## config.mk

```make
export PLATFORM = sky130hd
export DESIGN_NAME = sdram_port_arbiter
export DESIGN_NICKNAME = d
export VERILOG_FILES = /design/src/rtl/sdram_arb_pkg.sv /design/src/rtl/sdram_arb_tag_fifo.sv /design/src/rtl/sdram_port_arbiter.sv
export SDC_FILE = /design/constraint.sdc
export NUM_CORES = 1
export LEC_CHECK = 0
export CAP_MARGIN = 20
export CORE_ASPECT_RATIO = 0.8
export CORE_UTILIZATION = 38
export CTS_BUF_LIST = sky130_fd_sc_hd__clkbuf_8 sky130_fd_sc_hd__clkbuf_16
export DETAILED_ROUTE_END_ITERATION = 8
export MAX_ROUTING_LAYER = met4
export PLACE_DENSITY_LB_ADDON = 0.05
export SLEW_MARGIN = 0
export SYNTH_ARGS = -nofsm -noshare
export SYNTH_HDL_FRONTEND = slang
export SYNTH_SLANG_ARGS = --single-unit
```

## constraint.sdc

```tcl
create_clock -name clk_clk -period 4.8 [get_ports clk_clk]
set_input_delay 0.96 -clock clk_clk [delete_from_list [all_inputs] [get_ports clk_clk]]
set_output_delay 0.96 -clock clk_clk [all_outputs]
set_load 0.05 [all_outputs]
```

## src/rtl/sdram_arb_pkg.sv

```systemverilog
// rtl/sdram_arb_pkg.sv - shared types and defaults for the SDRAM port arbiter
package sdram_arb_pkg;

    localparam int DEF_NUM_REQ     = 3;
    localparam int DEF_ADDR_W      = 25;
    localparam int DEF_DATA_W      = 16;
    localparam int DEF_MAX_PENDING = 8;
    localparam int DEF_MAX_HOLD    = 4;

    typedef enum logic {
        IDLE  = 1'b0,
        GRANT = 1'b1
    } arb_state_t;

    typedef logic [$clog2(DEF_NUM_REQ)-1:0] tag_t;

    function automatic int wrap_inc(input int idx, input int n);
        return (idx + 1 >= n) ? 0 : idx + 1;
    endfunction

endpackage

```

## src/rtl/sdram_arb_tag_fifo.sv

```systemverilog
// rtl/sdram_arb_tag_fifo.sv - in-order FIFO of master tags for outstanding reads
module sdram_arb_tag_fifo
    import sdram_arb_pkg::*;
#(
    parameter int DEPTH = DEF_MAX_PENDING,
    parameter int TAG_W = $bits(tag_t)
) (
    input  logic             clk,
    input  logic             rst_n,
    input  logic             push,
    input  logic [TAG_W-1:0] push_tag,
    input  logic             pop,
    output logic [TAG_W-1:0] head,
    output logic             full,
    output logic             empty
);

    localparam int AW = $clog2(DEPTH);

    logic [TAG_W-1:0] mem [DEPTH];
    logic [AW:0]      wr_ptr;
    logic [AW:0]      rd_ptr;

    // Extra pointer MSB distinguishes full from empty when the indices match.
    assign empty = (wr_ptr == rd_ptr);
    assign full  = (wr_ptr[AW] != rd_ptr[AW]) && (wr_ptr[AW-1:0] == rd_ptr[AW-1:0]);
    assign head  = mem[rd_ptr[AW-1:0]];

    always_ff @(posedge clk or negedge rst_n) begin
        if (!rst_n) begin
            wr_ptr <= '0;
            rd_ptr <= '0;
        end else begin
            if (push && !full) begin
                wr_ptr <= wr_ptr + 1'b1;
            end
            if (pop && !empty) begin
                rd_ptr <= rd_ptr + 1'b1;
            end
        end
    end

    always_ff @(posedge clk) begin
        if (push && !full) begin
            mem[wr_ptr[AW-1:0]] <= push_tag;
        end
    end

endmodule

```

## src/rtl/sdram_port_arbiter.sv

```systemverilog
// rtl/sdram_port_arbiter.sv - round-robin arbiter sharing one SDRAM Avalon-MM slave
module sdram_port_arbiter
    import sdram_arb_pkg::*;
#(
    parameter int NUM_REQ     = DEF_NUM_REQ,
    parameter int ADDR_W      = DEF_ADDR_W,
    parameter int DATA_W      = DEF_DATA_W,
    parameter int MAX_PENDING = DEF_MAX_PENDING,
    parameter int MAX_HOLD    = DEF_MAX_HOLD
) (
    input  logic                          clk_clk,
    input  logic                          reset_reset_n,
    input  logic [NUM_REQ*ADDR_W-1:0]     m_address,
    input  logic [NUM_REQ-1:0]            m_read,
    input  logic [NUM_REQ-1:0]            m_write,
    input  logic [NUM_REQ*DATA_W-1:0]     m_writedata,
    input  logic [NUM_REQ*(DATA_W/8)-1:0] m_byteenable,
    output logic [NUM_REQ-1:0]            m_waitrequest,
    output logic [DATA_W-1:0]             m_readdata,
    output logic [NUM_REQ-1:0]            m_readdatavalid,
    output logic [ADDR_W-1:0]             s_address,
    output logic                          s_read,
    output logic                          s_write,
    output logic [DATA_W-1:0]             s_writedata,
    output logic [DATA_W/8-1:0]           s_byteenable,
    input  logic                          s_waitrequest,
    input  logic [DATA_W-1:0]             s_readdata,
    input  logic                          s_readdatavalid,
    output logic                          err_o
);

    localparam int TAG_W  = $clog2(NUM_REQ);
    localparam int BE_W   = DATA_W / 8;
    localparam int HOLD_W = $clog2(MAX_HOLD + 1);
    localparam logic [HOLD_W-1:0] HOLD_MAX  = HOLD_W'(MAX_HOLD);
    localparam logic [HOLD_W-1:0] HOLD_LAST = HOLD_W'(MAX_HOLD - 1);

    arb_state_t        state, state_nxt;
    logic [TAG_W-1:0]  grant, grant_nxt;
    logic [TAG_W-1:0]  rr_ptr, rr_ptr_nxt;
    logic [HOLD_W-1:0] hold_cnt, hold_nxt;
    logic [TAG_W-1:0]  fifo_head;
    logic [NUM_REQ-1:0] req;
    logic [NUM_REQ-1:0] grant_mask;
    logic g_read, g_write, read_blocked, accept, release_grant, others_req;
    logic fifo_push, fifo_pop, fifo_full, fifo_empty, err_nxt;

    function automatic logic [TAG_W-1:0] pick_winner(input logic [NUM_REQ-1:0] r,
                                                     input logic [TAG_W-1:0]   start);
        logic [TAG_W-1:0] w;
        int idx;
        w = start;
        // Walk backwards so the requester nearest the pointer is written last.
        for (int i = NUM_REQ - 1; i >= 0; i--) begin
            idx = (int'(start) + i) % NUM_REQ;
            if (r[idx]) begin
                w = TAG_W'(idx);
            end
        end
        return w;
    endfunction

    assign req        = m_read | m_write;
    assign grant_mask = NUM_REQ'(1) << grant;
    assign others_req = |(req & ~grant_mask);
    assign g_read     = (state == GRANT) & m_read[grant];
    assign g_write    = (state == GRANT) & m_write[grant];
    assign accept     = (s_read | s_write) & ~s_waitrequest;
    assign fifo_push  = accept & s_read;
    assign fifo_pop   = s_readdatavalid & ~fifo_empty;
    assign m_readdata = s_readdata;
    assign err_nxt    = err_o | (s_readdatavalid & fifo_empty) | (g_read & g_write);

    always_comb begin
        s_address     = m_address[int'(grant)*ADDR_W +: ADDR_W];
        s_writedata   = m_writedata[int'(grant)*DATA_W +: DATA_W];
        s_byteenable  = m_byteenable[int'(grant)*BE_W +: BE_W];
        // A read+write collision is issued as the write.
        s_write       = g_write;
        read_blocked  = g_read & ~g_write & fifo_full;
        s_read        = g_read & ~g_write & ~fifo_full;
        m_waitrequest = '1;
        if (state == GRANT) begin
            m_waitrequest[grant] = s_waitrequest | read_blocked;
        end
    end

    always_comb begin
        m_readdatavalid = '0;
        if (fifo_pop) begin
            m_readdatavalid[fifo_head] = 1'b1;
        end
    end

    always_comb begin
        state_nxt     = state;
        grant_nxt     = grant;
        rr_ptr_nxt    = rr_ptr;
        hold_nxt      = hold_cnt;
        release_grant = 1'b0;
        case (state)
            IDLE: begin
                if (|req) begin
                    state_nxt = GRANT;
                    grant_nxt = pick_winner(req, rr_ptr);
                end
            end
            GRANT: begin
                if (accept && hold_cnt != HOLD_MAX) begin
                    hold_nxt = hold_cnt + HOLD_W'(1);
                end
                // Never release before the first accept: an Avalon command must stay until taken.
                if (accept && hold_cnt >= HOLD_LAST && others_req) begin
                    release_grant = 1'b1;
                end else if (hold_cnt != '0 && !req[grant]) begin
                    release_grant = 1'b1;
                end
                if (release_grant) begin
                    rr_ptr_nxt = TAG_W'(wrap_inc(int'(grant), NUM_REQ));
                    hold_nxt   = '0;
                    grant_nxt  = pick_winner(req, rr_ptr_nxt);
                    state_nxt  = (|req) ? GRANT : IDLE;
                end
            end
            default: state_nxt = IDLE;
        endcase
    end

    always_ff @(posedge clk_clk or negedge reset_reset_n) begin
        if (!reset_reset_n) begin
            state    <= IDLE;
            grant    <= '0;
            rr_ptr   <= '0;
            hold_cnt <= '0;
            err_o    <= 1'b0;
        end else begin
            state    <= state_nxt;
            grant    <= grant_nxt;
            rr_ptr   <= rr_ptr_nxt;
            hold_cnt <= hold_nxt;
            err_o    <= err_nxt;
        end
    end

    sdram_arb_tag_fifo #(
        .DEPTH (MAX_PENDING),
        .TAG_W (TAG_W)
    ) u_tag_fifo (
        .clk      (clk_clk),
        .rst_n    (reset_reset_n),
        .push     (fifo_push),
        .push_tag (grant),
        .pop      (fifo_pop),
        .head     (fifo_head),
        .full     (fifo_full),
        .empty    (fifo_empty)
    );

endmodule

```

==> results of run 1 <==
## kinds of logic (layout without fill, tap and decap cells)
kind of cell	Yosys count	after routing
AOI/OAI and AO/OA	85	85
muxes	56	56
DFF	33	33
and+or+nand+nor	110	110
adders and majority gates	7	7
buffers and inverters	51	211
xor gates and xnor gates	10	10
## layout by cell type (no fill, tap or decap), drive strengths merged, types with 4 or more instances in the layout
cell / netlist / final
a211oi: 6 / 6
a21oi: 12 / 12
buf: 33 / 5
clkbuf: 10 / 5
clkdlybuf4s50: 0 / 190
dfrtp: 17 / 17
edfxtp: 16 / 16
ha: 7 / 7
inv: 8 / 9
mux2: 6 / 6
mux2i: 46 / 46
mux4: 4 / 4
nand2: 63 / 63
nand2b: 4 / 4
nor2: 16 / 16
nor3: 8 / 8
o21ai: 48 / 48
xnor2: 5 / 5
xor2: 5 / 5
## power breakdown
part           switching [W]  internal [W]
logic                0.00154      0.000952
registers           0.000158      0.000390
clock network      0.0000959     0.0000982
## through the flow
step | power (W) | instances
floorplan | 0.00233 | 352
global placement | 0.00303 | 612
detailed placement | 0.00306 | 612
CTS | 0.00326 | 620
global route | 0.00343 | 620
finish | 0.00324 | 620
## critical path: stages
cell                              delay [ns]
sky130_fd_sc_hd__clkdlybuf4s50_1        0.66
sky130_fd_sc_hd__mux2i_1                0.14
sky130_fd_sc_hd__o2bb2ai_2              0.29
sky130_fd_sc_hd__nand2_1                0.11
sky130_fd_sc_hd__nor2_1                 0.11
sky130_fd_sc_hd__a21oi_1                0.13
sky130_fd_sc_hd__nand2_1                0.13
sky130_fd_sc_hd__clkdlybuf4s50_1        0.81
## sequential cells by signal (all words and copies together) (netlist names)
| name | flops |
|---|---|
| err_o | 1 |
| grant | 2 |
| hold_cnt | 3 |
| rr_ptr | 2 |
| state | 1 |
| u_tag_fifo.mem | 16 |
| u_tag_fifo.rd_ptr | 4 |
| u_tag_fifo.wr_ptr | 4 |
## area by class of cell
cell class | instances | area (um^2)
clock buffer | 5 | 68.8
fill | 719 | 2920
inverter | 8 | 30.0
clock inverter | 3 | 13.8
sequential | 33 | 908
multi-input combinational | 268 | 1890
timing repair buffer | 195 | 1940
tap | 108 | 135
## routing by layer
metal,GRT usage,vias up,wire [um]
met1,0.300,1486,4290
met5,-,-,0
met3,0.0572,12,636
met2,0.467,123,6060
li1,-,1559,-
met4,0.0718,0,183
## final timing paths
kind,startpoint,end,slack [ns],cells after the start
min in group asynchronous,reset_reset_n,u_tag_fifo.rd_ptr[3],1.13,1
hold reg to reg,u_tag_fifo.wr_ptr[3],u_tag_fifo.wr_ptr[3],0.49,1
setup / recovery,m_read[0],m_waitrequest[2],0.49,8
hold / removal,u_tag_fifo.wr_ptr[3],u_tag_fifo.wr_ptr[3],0.49,1
max in group asynchronous,reset_reset_n,grant[0],3.12,1
setup reg to reg,grant[1],u_tag_fifo.mem[0][0],1.98,5
==> reports/results.txt, run 1 <==
After detailed routing, the number of vias per cell comes to 5.13. After synthesis the cells add up to 0.00310 mm^2. H-tree depth reported by CTS: 2.

Once routing completed, OpenROAD measured the worst setup slack at 0.488 ns. For the via count of the first global-routing pass, the log shows 2909. The number of clock buffers added by TritonCTS is 5. The run gives 2 as the maximum clock insertion buffer count. STA classifies the critical path endpoint as an output pin.

Timing would allow up to 232 MHz. The most instantiated library cell after synthesis is sky130_fd_sc_hd__nand2_1. The height of the die came out at 82.8 um. The final non-filler cell area was 0.00499 mm^2; the share of final-layout standard cells stronger than drive strength 1 was 0.0703. For the sum of net half-perimeters after detailed placement, the log shows 9330 um. Root cell of the clock tree: sky130_fd_sc_hd__clkbuf_8. The congestion estimate from routability-driven global placement came to 0.878. The proportion of synthesized chip area in sequential cells is 0.292. The number of setup violations in the final report is 0, and the horizontal die dimension is 103 um. The share of async-settable or async-resettable flops after synthesis is 0.515.

The tools report the number of standard cells after synthesis as 352. The maximum number of pins on one net before global-route repair was 36. The floorplan step defined a die boundary enclosing 0.00852 mm^2.

The run finished with clean final reports. Gates resized during post-CTS repair numbered 0. The count of nets left with antenna violations once routing finished came out at 0. During I/O placement, the number of pins put on the boundary was 223. The first-pass iteration count of the detailed router is 5, and the unique cell type count in the Yosys netlist is 53. The path class of the lowest-slack min-delay path is reg -> reg. The largest voltage drop on the vdd net was 0.000751 V. The number of setup buffers added after CTS is 0. The area share of the largest cell type after synthesis is 0.155. TritonCTS built the clock tree. After synthesis, the mean cell area works out to 8.80 um^2. The net count of the finished layout is 673.

Number of flops mapped to enable cells by yosys: 16. Synthesis inferred 33 register bits. OpenSTA, run right after detailed placement, puts the worst setup slack at 0.508 ns.

After detailed placement, the total cell area comes to 0.00490 mm^2. After detailed routing, the total wire length is 11200 um. The number of sinks handled by clock tree synthesis is 33, and the share of the cycle needed by the critical path after routing is 0.898. The post-synthesis mux area share is 0.207. The xor/xnor cell area share of the yosys netlist is 0.0307. The first global-routing pass estimated 15600 um of wire. The synthesis-to-layout area growth was 60.9%; the number of nets produced by synthesis was 514.

The arithmetic-cell share of the synthesized area counting full adders, half adders and majority gates works out to 0.0283. The compound-cell area share of the yosys netlist is 0.172, and the actual slew at the worst max-slew pin is 0.788 ns. The logs give 115 for the number of DRC markers in iteration 0 and 0.00791 mm^2 for the core box area.

The critical path in this run is classified as in -> out. The smallest clock period supported by the final layout is computed as 4.31 ns. The number of max-cap violations is 0.

By area, the combinational part of the netlist is dominated by multiplexers. Headroom to the max-slew limit: 0.473. The logs give 0.263 for the overall fraction of global-route tracks in use and 0.392 for the starting utilization of the core area. Buffers inserted to repair hold after CTS numbered 0. The logs give 0 for the total of warnings raised by yosys and 0.28 ns for the source-to-sink clock delay at the later pin of the worst-skew pair.

In the synthesized netlist the dominant register cell turns out to be sky130_fd_sc_hd__dfrtp_1. The run gives 0 as the number of max-slew violations in the final report. sky130_fd_sc_hd__edfxtp_1 takes more of the synthesized area than any other cell. By area the synthesized netlist is led by sky130_fd_sc_hd__edfxtp_1 16%, sky130_fd_sc_hd__mux2i_1 15%, sky130_fd_sc_hd__dfrtp_1 14%. Along the worst path, the maximum fanout reaches 8. Average wire per standard cell: 18.0 um. The number of antenna violations at the first check in global routing is 0. Power spread over the standard cell area amounts to 649 mW/mm^2. In this run the tool buffered the top-level ports with 190 buffer cells. Clock-pin slew was measured on the worst setup and hold paths at 0.07 ns. For this run, design rule violations remaining after detail routing come to 0.

The total count of hold-check failures in the final report was 0. The simple-gate share of the synthesized area is 0.171. The utilization of the core after routing came out at 0.630. Setup repair after global routing left no endpoint under its margin. For the leftover overflow at the end of global routing, the log shows 0. The tools report the worst path arrival time as 3.35 ns.

0 antenna diodes ended up in the layout. The number of rows in the core area came out at 29. The worst setup path is launched from a primary input. The routed layout has 3180 vias. By count the netlist is led by 62 x sky130_fd_sc_hd__nand2_1, 48 x sky130_fd_sc_hd__o21ai_0, 46 x sky130_fd_sc_hd__mux2i_1. For this design the static power due to leakage is 1.90 nW. Clock skew on the completed layout was measured at 0.00927 ns.

The aggregate negative setup slack is 0 ns, and the worst hold slack is 0.494 ns. For the required arrival time at the worst endpoint, the log shows 3.84 ns.
(Power assumes the default switching activity.)
==> run 2, diff against run 1 <==
--- a/config.mk
+++ b/config.mk
@@ -5,9 +5,10 @@
 export SDC_FILE = /design/constraint.sdc
 export NUM_CORES = 1
 export LEC_CHECK = 0
+export ABC_AREA = 1
 export CAP_MARGIN = 20
 export CORE_ASPECT_RATIO = 0.8
-export CORE_UTILIZATION = 38
+export CORE_UTILIZATION = 35
 export CTS_BUF_LIST = sky130_fd_sc_hd__clkbuf_8 sky130_fd_sc_hd__clkbuf_16
 export DETAILED_ROUTE_END_ITERATION = 8
 export MAX_ROUTING_LAYER = met4
==> constraint.sdc (replaced) <==
create_clock -name clk_clk -period 4.24 [get_ports clk_clk]
set_input_delay 0.848 -clock clk_clk [delete_from_list [all_inputs] [get_ports clk_clk]]
set_output_delay 0.848 -clock clk_clk [all_outputs]
set_load 0.05 [all_outputs]
==> run 2 against run 1 <==
Net effect: clock skew down 0.0065 ns; first-iteration DRC count rose to 2.7 times the previous value; sequential power up 3%; worst hold slack better by 0.00076 ns; utilization down 1.7 points; via count up 13%; setup slack worse by 0.019 ns; design area down 0.95%; critical path type is now reg -> out; largest power group unchanged; highest routed layer unchanged.
==> reports/results.txt, run 2 <==
The flow ran to the end, and the final reports show no timing, DRC or antenna violations. The share of the cycle needed by the critical path after routing came out at 0.889. The final wirelength was 11400 um (+1.9%); the worst path arrival time was 2.92 ns (-0.43 ns).

In the synthesized netlist, the cells that appear most often are 200 x sky130_fd_sc_hd__nand2_1, 61 x sky130_fd_sc_hd__nand3_1, 29 x sky130_fd_sc_hd__inv_1. For the instance area after placement, the log shows 0.00484 mm^2 (-1.4%). The run gives 0 (unchanged) as the number of setup violations in the final report. Of all cell types, the one taking the most synthesized area is sky130_fd_sc_hd__nand2_1.

The logs give 0 (unchanged) for the number of DRC violations after detailed routing and 311 (+170%) for the number of DRC markers in iteration 0. TritonCTS built the clock tree. The most instantiated flip-flop cell in the synthesis netlist is sky130_fd_sc_hd__dfrtp_1. For the source-to-sink clock delay at the later pin of the worst-skew pair, the log shows 0.28 ns (about the same). The average via count per standard cell was 4.84 (-5.7%). Register bit total from synthesis: 33 (unchanged). The tools report the total leakage power as 2.16 nW (+14%). The horizontal die dimension works out to 105 um (+1.8%).

The run gives 0.00222 W (+23%) as the total net switching power. For the number of antenna violations at the first check in global routing, the log shows 0 (unchanged). The sum of net half-perimeters after detailed placement was 9280 um (-0.52%); the number of flops mapped to enable cells by yosys was 16 (unchanged).

Share of final-layout standard cells stronger than drive strength 1: 0.0506 (-0.0198). Share of async-settable or async-resettable flops after synthesis: 0.515 (unchanged). The switching portion of total power was 0.589 (+0.0337); the maximum fanout along the worst path was 11 (+3). For the via count of the first global-routing pass, the log shows 3358 (+15%).

The clock buffer count from CTS was 5 (unchanged); the synthesis-to-layout area growth was 67.0%. In the post-synthesis netlist, the biggest area contributors are sky130_fd_sc_hd__nand2_1 25%, sky130_fd_sc_hd__edfxtp_1 16%, sky130_fd_sc_hd__dfrtp_1 14%. The leftover overflow at the end of global routing was 0 (unchanged); the number of rows in the core area was 29 (unchanged). The critical path goes through clkinv_1 > o21ai_0 > o22ai_1 > o21ai_0 > nor3b_1 > clkdlybuf4s50_1. The library cell used most frequently in the layout, excluding fill and tap cells, is sky130_fd_sc_hd__nand2_1. The post-synthesis mux area share was 0 (-0.207); the xor/xnor cell area share of the yosys netlist was 0.0207 (-0.00996). The maximum number of pins on one net before global-route repair was 49 (+36%); the clock-pin slew on the worst setup and hold paths was 0.07 ns (about the same). The delay of the slowest critical-path stage is 0.83 ns (+0.02 ns). The top cell types in the final layout, fill and taps aside, are 200 x sky130_fd_sc_hd__nand2_1, 190 x sky130_fd_sc_hd__clkdlybuf4s50_1, 61 x sky130_fd_sc_hd__nand3_1, 29 x sky130_fd_sc_hd__inv_1, 25 x sky130_fd_sc_hd__nor2_1. Height of the die: 84.2 um (+1.7%). Counting I/O delays and the setup requirement, the final critical path takes 3.77 ns. The unique cell type count in the Yosys netlist is 36 (-32%), and the number of buffers added for setup after CTS is 0 (unchanged). The area share of the largest cell type after synthesis was 0.254 (+0.0988); the cts-stage hold buffer count was 0 (unchanged).

The aggregate negative setup slack came out at 0 ns (unchanged). The share of total power in combinational logic came out at 0.782 (+0.011). Counting stages on the worst path, the most repeated cell is sky130_fd_sc_hd__o21ai_0. The critical path is of the reg -> out type. The areal power density over the cells works out to 762 mW/mm^2 (+17%). The flip-flop count of the largest register after layout was 16 (unchanged).

The average wire per standard cell was 15.4 um (-15%). Simple-gate share of the synthesized area: 0.465 (+0.294). The tools report the headroom to the max-slew limit as 0.467 (-0.00569). Number of diodes: 0 (unchanged). The number of sinks handled by clock tree synthesis is 33 (unchanged). The tools report the post-detailed-route count of antenna-violating nets as 0 (unchanged). By area, the combinational part of the netlist is dominated by simple AND/OR/NAND/NOR gates. The tools report the number of max-cap violations as 0 (unchanged).

The maximum clock insertion buffer count was 2 (unchanged). The cell-internal power is 0.00155 W (+7.4%), and the proportion of synthesized chip area in sequential cells is 0.306 (+0.0140). The critical path startpoint category is a flip-flop. The total of warnings raised by yosys came out at 0 (unchanged).

The number of nets produced by synthesis is 627 (+22%), and the count of pins on the block boundary is 223 (unchanged). Clock group share of total power: 0.068 (+0.008). For the core box area, the log shows 0.00806 mm^2 (+1.8%). Setup repair after global routing left no endpoint under its margin. The element type at the critical path end was an output pin.

The run gives 0 (unchanged) as the post-cts sizing count. The path class of the lowest-slack min-delay path was reg -> reg. Derived from the worst setup path, the maximum achievable clock frequency is 265 MHz. The worst-path cell with the longest stage delay was sky130_fd_sc_hd__clkdlybuf4s50_1. The most common cell in the synthesized netlist is sky130_fd_sc_hd__nand2_1.

The logs give 3.39 ns (-0.45 ns) for the required arrival time at the worst endpoint and 465 (+32%) for the number of standard cells after synthesis. The number of input and output port buffers inserted is 190 (unchanged). The tools report the root cell of the clock tree as sky130_fd_sc_hd__clkbuf_8. The actual slew at the worst max-slew pin was 0.796 ns (+0.00851 ns). The synthesized area divided by synthesized cell count was 6.36 um^2 (-28%); the final clock skew was 0.00280 ns (-0.00647 ns). The final estimated routing congestion in global placement came out at 0.910 (+3.7%). The global-route wire length before repair was 17300 um (+11%).

Floorplan die area: 0.00882 mm^2 (+3.5%). The tools report the count of vias placed by the detailed router as 3583 (+13%). The run gives 2 (unchanged) as the H-tree depth reported by CTS. The final non-filler cell area was 0.00494 mm^2 (-0.95%); the overall fraction of global-route tracks in use was 0.258 (-0.00435). For the number of max-slew violations in the final report, the log shows 0 (unchanged).

The compound-cell area share of the yosys netlist is 0.0681 (-0.104), and the total count of hold-check failures in the final report is 0 (unchanged). The largest voltage drop on the vdd net came out at 0.000725 V (-3.6%). The first-pass iteration count of the detailed router is 6 (+1), and the arithmetic-cell share of the synthesized area counting full adders, half adders and majority gates is 0.0296 (+0.00135).

Starting utilization of the core area: 0.367 (-0.0246). Filler cell count in the final layout: 764 (+6.3%). Number of nets at the end of the flow: 794 (+18%). The synthesized cell area was 0.00296 mm^2 (-4.6%); the fraction of power consumed by sequential logic was 0.150 (-0.019).
[run 2: cell count changes after synthesis, moves of 5 or more]
cell and delta:
sky130_fd_sc_hd__o21ai_0 -30, sky130_fd_sc_hd__mux2i_1 -46, sky130_fd_sc_hd__nor2_4 +5, sky130_fd_sc_hd__a211oi_1 -6, sky130_fd_sc_hd__inv_2 +6, sky130_fd_sc_hd__nand2_1 +138
sky130_fd_sc_hd__nor2_1 +10, sky130_fd_sc_hd__inv_1 +21, sky130_fd_sc_hd__buf_6 -5, sky130_fd_sc_hd__a21oi_1 -5, sky130_fd_sc_hd__nand3_1 +59
[run 2: final timing paths]
path | to | cells after the start | slack (ns) | from
worst max-delay path | m_readdatavalid[0] | 6 | 0.47 | u_tag_fifo.rd_ptr[0]
worst min-delay path | u_tag_fifo.rd_ptr[3] | 1 | 0.49 | u_tag_fifo.rd_ptr[3]
worst max register to register | grant[0] | 13 | 1.64 | grant[0]
worst min register to register | u_tag_fifo.rd_ptr[3] | 1 | 0.49 | u_tag_fifo.rd_ptr[3]
max in group asynchronous | state | 1 | 2.71 | reset_reset_n
min in group asynchronous | u_tag_fifo.rd_ptr[0] | 1 | 1.03 | reset_reset_n
[run 2: per-layer routing]
layer | up-vias | track usage | routed length [um]
met5 | - | - | 0
met4 | 0 | 0.0423 | 76
met3 | 8 | 0.0450 | 609
met2 | 132 | 0.486 | 6220
met1 | 1624 | 0.289 | 4480
li1 | 1819 | - | -
[run 2: critical path: cells and delay by family (launching register included)]
family                 cells  cell delay [ns]
AO/OA/AOI/OAI              3             0.70
buffers and inverters      2             1.18
flip-flops                 1             0.55
AND/OR/NAND/NOR            1             0.23
[run 2: cell families (layout without fill, tap and decap cells)]
group           after synthesis  in the layout
flops                        33             33
fa+ha+maj                     7              7
buf+inv                      69            237
simple gates                313            313
compound gates               36             36
xor+xnor                      7              7
[run 2: final cells by class]
| type | count | area, um^2 | share of cell area |
|---|---|---|---|
| timing repair buffer | 193 | 1940 | 0.392 |
| multi-input combinational | 363 | 1720 | 0.349 |
| clock buffer | 7 | 96.3 | 0.0195 |
| tap | 108 | 135 | 0.0274 |
| sequential | 33 | 906 | 0.183 |
| inverter | 36 | 135 | 0.0274 |
| clock inverter | 1 | 5.00 | 0.00101 |
[run 2: power groups by stage]
stage                     sequential, W  combinational (W)  clock [W]
final                          0.000564            0.00294   0.000258
after global routing           0.000581            0.00314   0.000277
after CTS                      0.000564            0.00295   0.000262
after detailed placement       0.000570            0.00294          0
after global placement         0.000569            0.00290          0
after floorplan                0.000503            0.00203          0
[run 2: stage by stage]
stage           util  hold WS (ns)  std cells  setup WS (ns)  power (W)
4_1_cts        0.613         0.499        741          0.495    0.00378
2_1_floorplan      -         0.463        465           1.03    0.00254
3_5_place_dp   0.600         0.490        733          0.591    0.00351
3_3_place_gp   0.600         0.486        733          0.577    0.00347
5_1_grt        0.613         0.530        741          0.283    0.00400
6_report       0.613         0.495        741          0.469    0.00376
==> run 3, diff against run 2 <==
--- a/config.mk
+++ b/config.mk
@@ -11,6 +11,7 @@
 export CORE_UTILIZATION = 35
 export CTS_BUF_LIST = sky130_fd_sc_hd__clkbuf_8 sky130_fd_sc_hd__clkbuf_16
 export DETAILED_ROUTE_END_ITERATION = 8
+export HOLD_SLACK_MARGIN = 0.12
 export MAX_ROUTING_LAYER = met4
 export PLACE_DENSITY_LB_ADDON = 0.05
 export SLEW_MARGIN = 0
==> results of run 3 <==
No change in the layout: final DEF, timing and power equal those of run 2.
==> RTL edit, RTL diff (settings of run 3) <==
Put one more register stage on the output `err_o`, cleared by the reset. The value now appears one clock later. The other outputs are not delayed to match.
--- a/src/rtl/sdram_port_arbiter.sv
+++ b/src/rtl/sdram_port_arbiter.sv
@@ -35,6 +35,8 @@
     localparam logic [HOLD_W-1:0] HOLD_MAX  = HOLD_W'(MAX_HOLD);
     localparam logic [HOLD_W-1:0] HOLD_LAST = HOLD_W'(MAX_HOLD - 1);
 
+    logic err_s0;
+
     arb_state_t        state, state_nxt;
     logic [TAG_W-1:0]  grant, grant_nxt;
     logic [TAG_W-1:0]  rr_ptr, rr_ptr_nxt;
@@ -69,7 +71,7 @@
     assign fifo_push  = accept & s_read;
     assign fifo_pop   = s_readdatavalid & ~fifo_empty;
     assign m_readdata = s_readdata;
-    assign err_nxt    = err_o | (s_readdatavalid & fifo_empty) | (g_read & g_write);
+    assign err_nxt    = err_s0 | (s_readdatavalid & fifo_empty) | (g_read & g_write);
 
     always_comb begin
         s_address     = m_address[int'(grant)*ADDR_W +: ADDR_W];
@@ -132,13 +134,13 @@
             grant    <= '0;
             rr_ptr   <= '0;
             hold_cnt <= '0;
-            err_o    <= 1'b0;
+            err_s0   <= 1'b0;
         end else begin
             state    <= state_nxt;
             grant    <= grant_nxt;
             rr_ptr   <= rr_ptr_nxt;
             hold_cnt <= hold_nxt;
-            err_o    <= err_nxt;
+            err_s0   <= err_nxt;
         end
     end
 
@@ -156,5 +158,13 @@
         .empty    (fifo_empty)
     );
 
+    always_ff @(posedge clk_clk or negedge reset_reset_n) begin
+        if (!reset_reset_n) begin
+            err_o <= '0;
+        end else begin
+            err_o <= err_s0;
+        end
+    end
+
 endmodule
 
Function: changed (Yosys sat finds a counterexample within 4 cycles, from zero or initial values and one cycle with reset_reset_n low).
==> RTL edit against run 3 <==
- cell area increased by 0.96%
- sequential cell count increased by 1
- die area decreased by 0.54%
- synthesized area decreased by 0.55%
- power increased by 0.39%
- wire length decreased by 13%
- fmax increased by 2.1%
- via count increased by 0.67%
- sequential power decreased by 3%
- worst setup slack improved by 0.078 ns
- sequential share of layout area increased by 0.33 points
- hold slack got worse by 0.11 ns
- global-route usage decreased by 3.0 points
- register-to-register slack improved by 0.24 ns
- highest routed layer unchanged
==> RTL edit: results (changes against run 3) <==
Status
  – Run status: finished clean

Synthesis
  – Register area share after synthesis: 0.317 (+0.0102)
  – Synth async-reset ratio: 0.529 (+0.0143)
  – List of most frequent post-synthesis cells: nand2_1, nand3_1, inv_1
  – Main area contributors after synthesis: nand2_1, edfxtp_1, dfrtp_1
  – Net count after synthesis: 632 (+0.80%)

Global routing
  – Met3 usage: 0.0609 (+0.0159)
  – Met2 Track Usage GR: 0.371 (-0.114)
  – Vias in the first global route: 3,342 (-0.48%)
  – Global-route usage over all layers: 0.229 (-0.0296)
  – Largest net degree at the start of global routing: 34 (-31%)
  – First-pass GRT wire length: 15.8 mm (-8.8%)
  – Met1 GRT Util: 0.285 (-0.00461)

Detailed routing
  – Met2 layer wire length in the routed design: 4.61 mm (-26%)
  – Avg WL per Cell: 13.3 um (-13%)
  – Met3 WL: 789 um (+30%)
  – Routed WL: 9.96 mm (-13%)
  – Drt pass-1 iters: 5 (-1)
  – Drt first-iter violations: 216 (-31%)
  – Metal-1 WL: 4.43 mm (-1.0%)

Power
  – Reg power frac: 0.145 (-0.005)
  – Net switching power: 2.15 mW (-3.1%)
  – Final Total Pwr: 3.78 mW (+0.39%)
  – Worst VDD drop: 0.436 mV (-40%)
  – Clk pwr share: 0.096 (+0.028)
  – Leakage power: 2.22 nW (+2.5%)

Timing
  – Crit share post-route: 0.871 (-0.0185)
  – Worst-Margin Slew: 0.877 ns (+0.0809 ns)
  – Post-route clock skew: 0.00927 ns (+0.00647 ns)

Layout
  – Layout cells sized above 1: 0.0437 (-0.00687)
  – Max FFs per register: 16 (unchanged)
  – Final nets: 802 (+1.0%)

Critical path
  – Crit path DAT: 2.84 ns (-0.08 ns)
  – Worst r2r dst: hold_cnt[0]
  – Register-to-Register Setup Slack: 1.88 ns (+0.24 ns)

Place
  – Place WS: 0.581 ns (-0.0105 ns)
  – Inst Count DP: 741 (+1.1%)
  – DP Area: 4850 um2 (+0.23%)

Clock network
  – Clock slew at reported path FFs: 0.07 ns (about the same)
  – Post_cts resized: 0 (unchanged)
-- RTL edit: area by class of cell --
cell class / count / area, um2
Inverter: 37 / 139
Clock inverter: 3 / 68.8
Timing Repair Buffer: 196 / 1950
Clock buffer: 5 / 68.8
Multi-Input combinational cell: 366 / 1700
Sequential cell: 34 / 931
Tap cell: 108 / 135
Fill cell: 734 / 3030
-- RTL edit: cell families (layout without fill, tap and decap cells) --
family,count (synthesis),after routing,synth area share
AO/OA/AOI/OAI,35,35,0.0672
adder cells (fa/ha/maj),7,7,0.0298
XOR/XNOR,6,6,0.0179
buffers and inverters,70,241,0.111
AND/OR/NAND/NOR,318,318,0.457
flip-flops,34,34,0.317
-- RTL edit: worst min path at each step --
stage,start,cells past startpoint,to,slack (ns)
floorplan,err_s0,0,err_o,0.35
global placement,err_s0,0,err_o,0.38
detailed placement,err_s0,0,err_o,0.38
CTS,err_s0,0,err_o,0.39
global route,err_s0,0,err_o,0.42
finish,err_s0,0,err_o,0.39
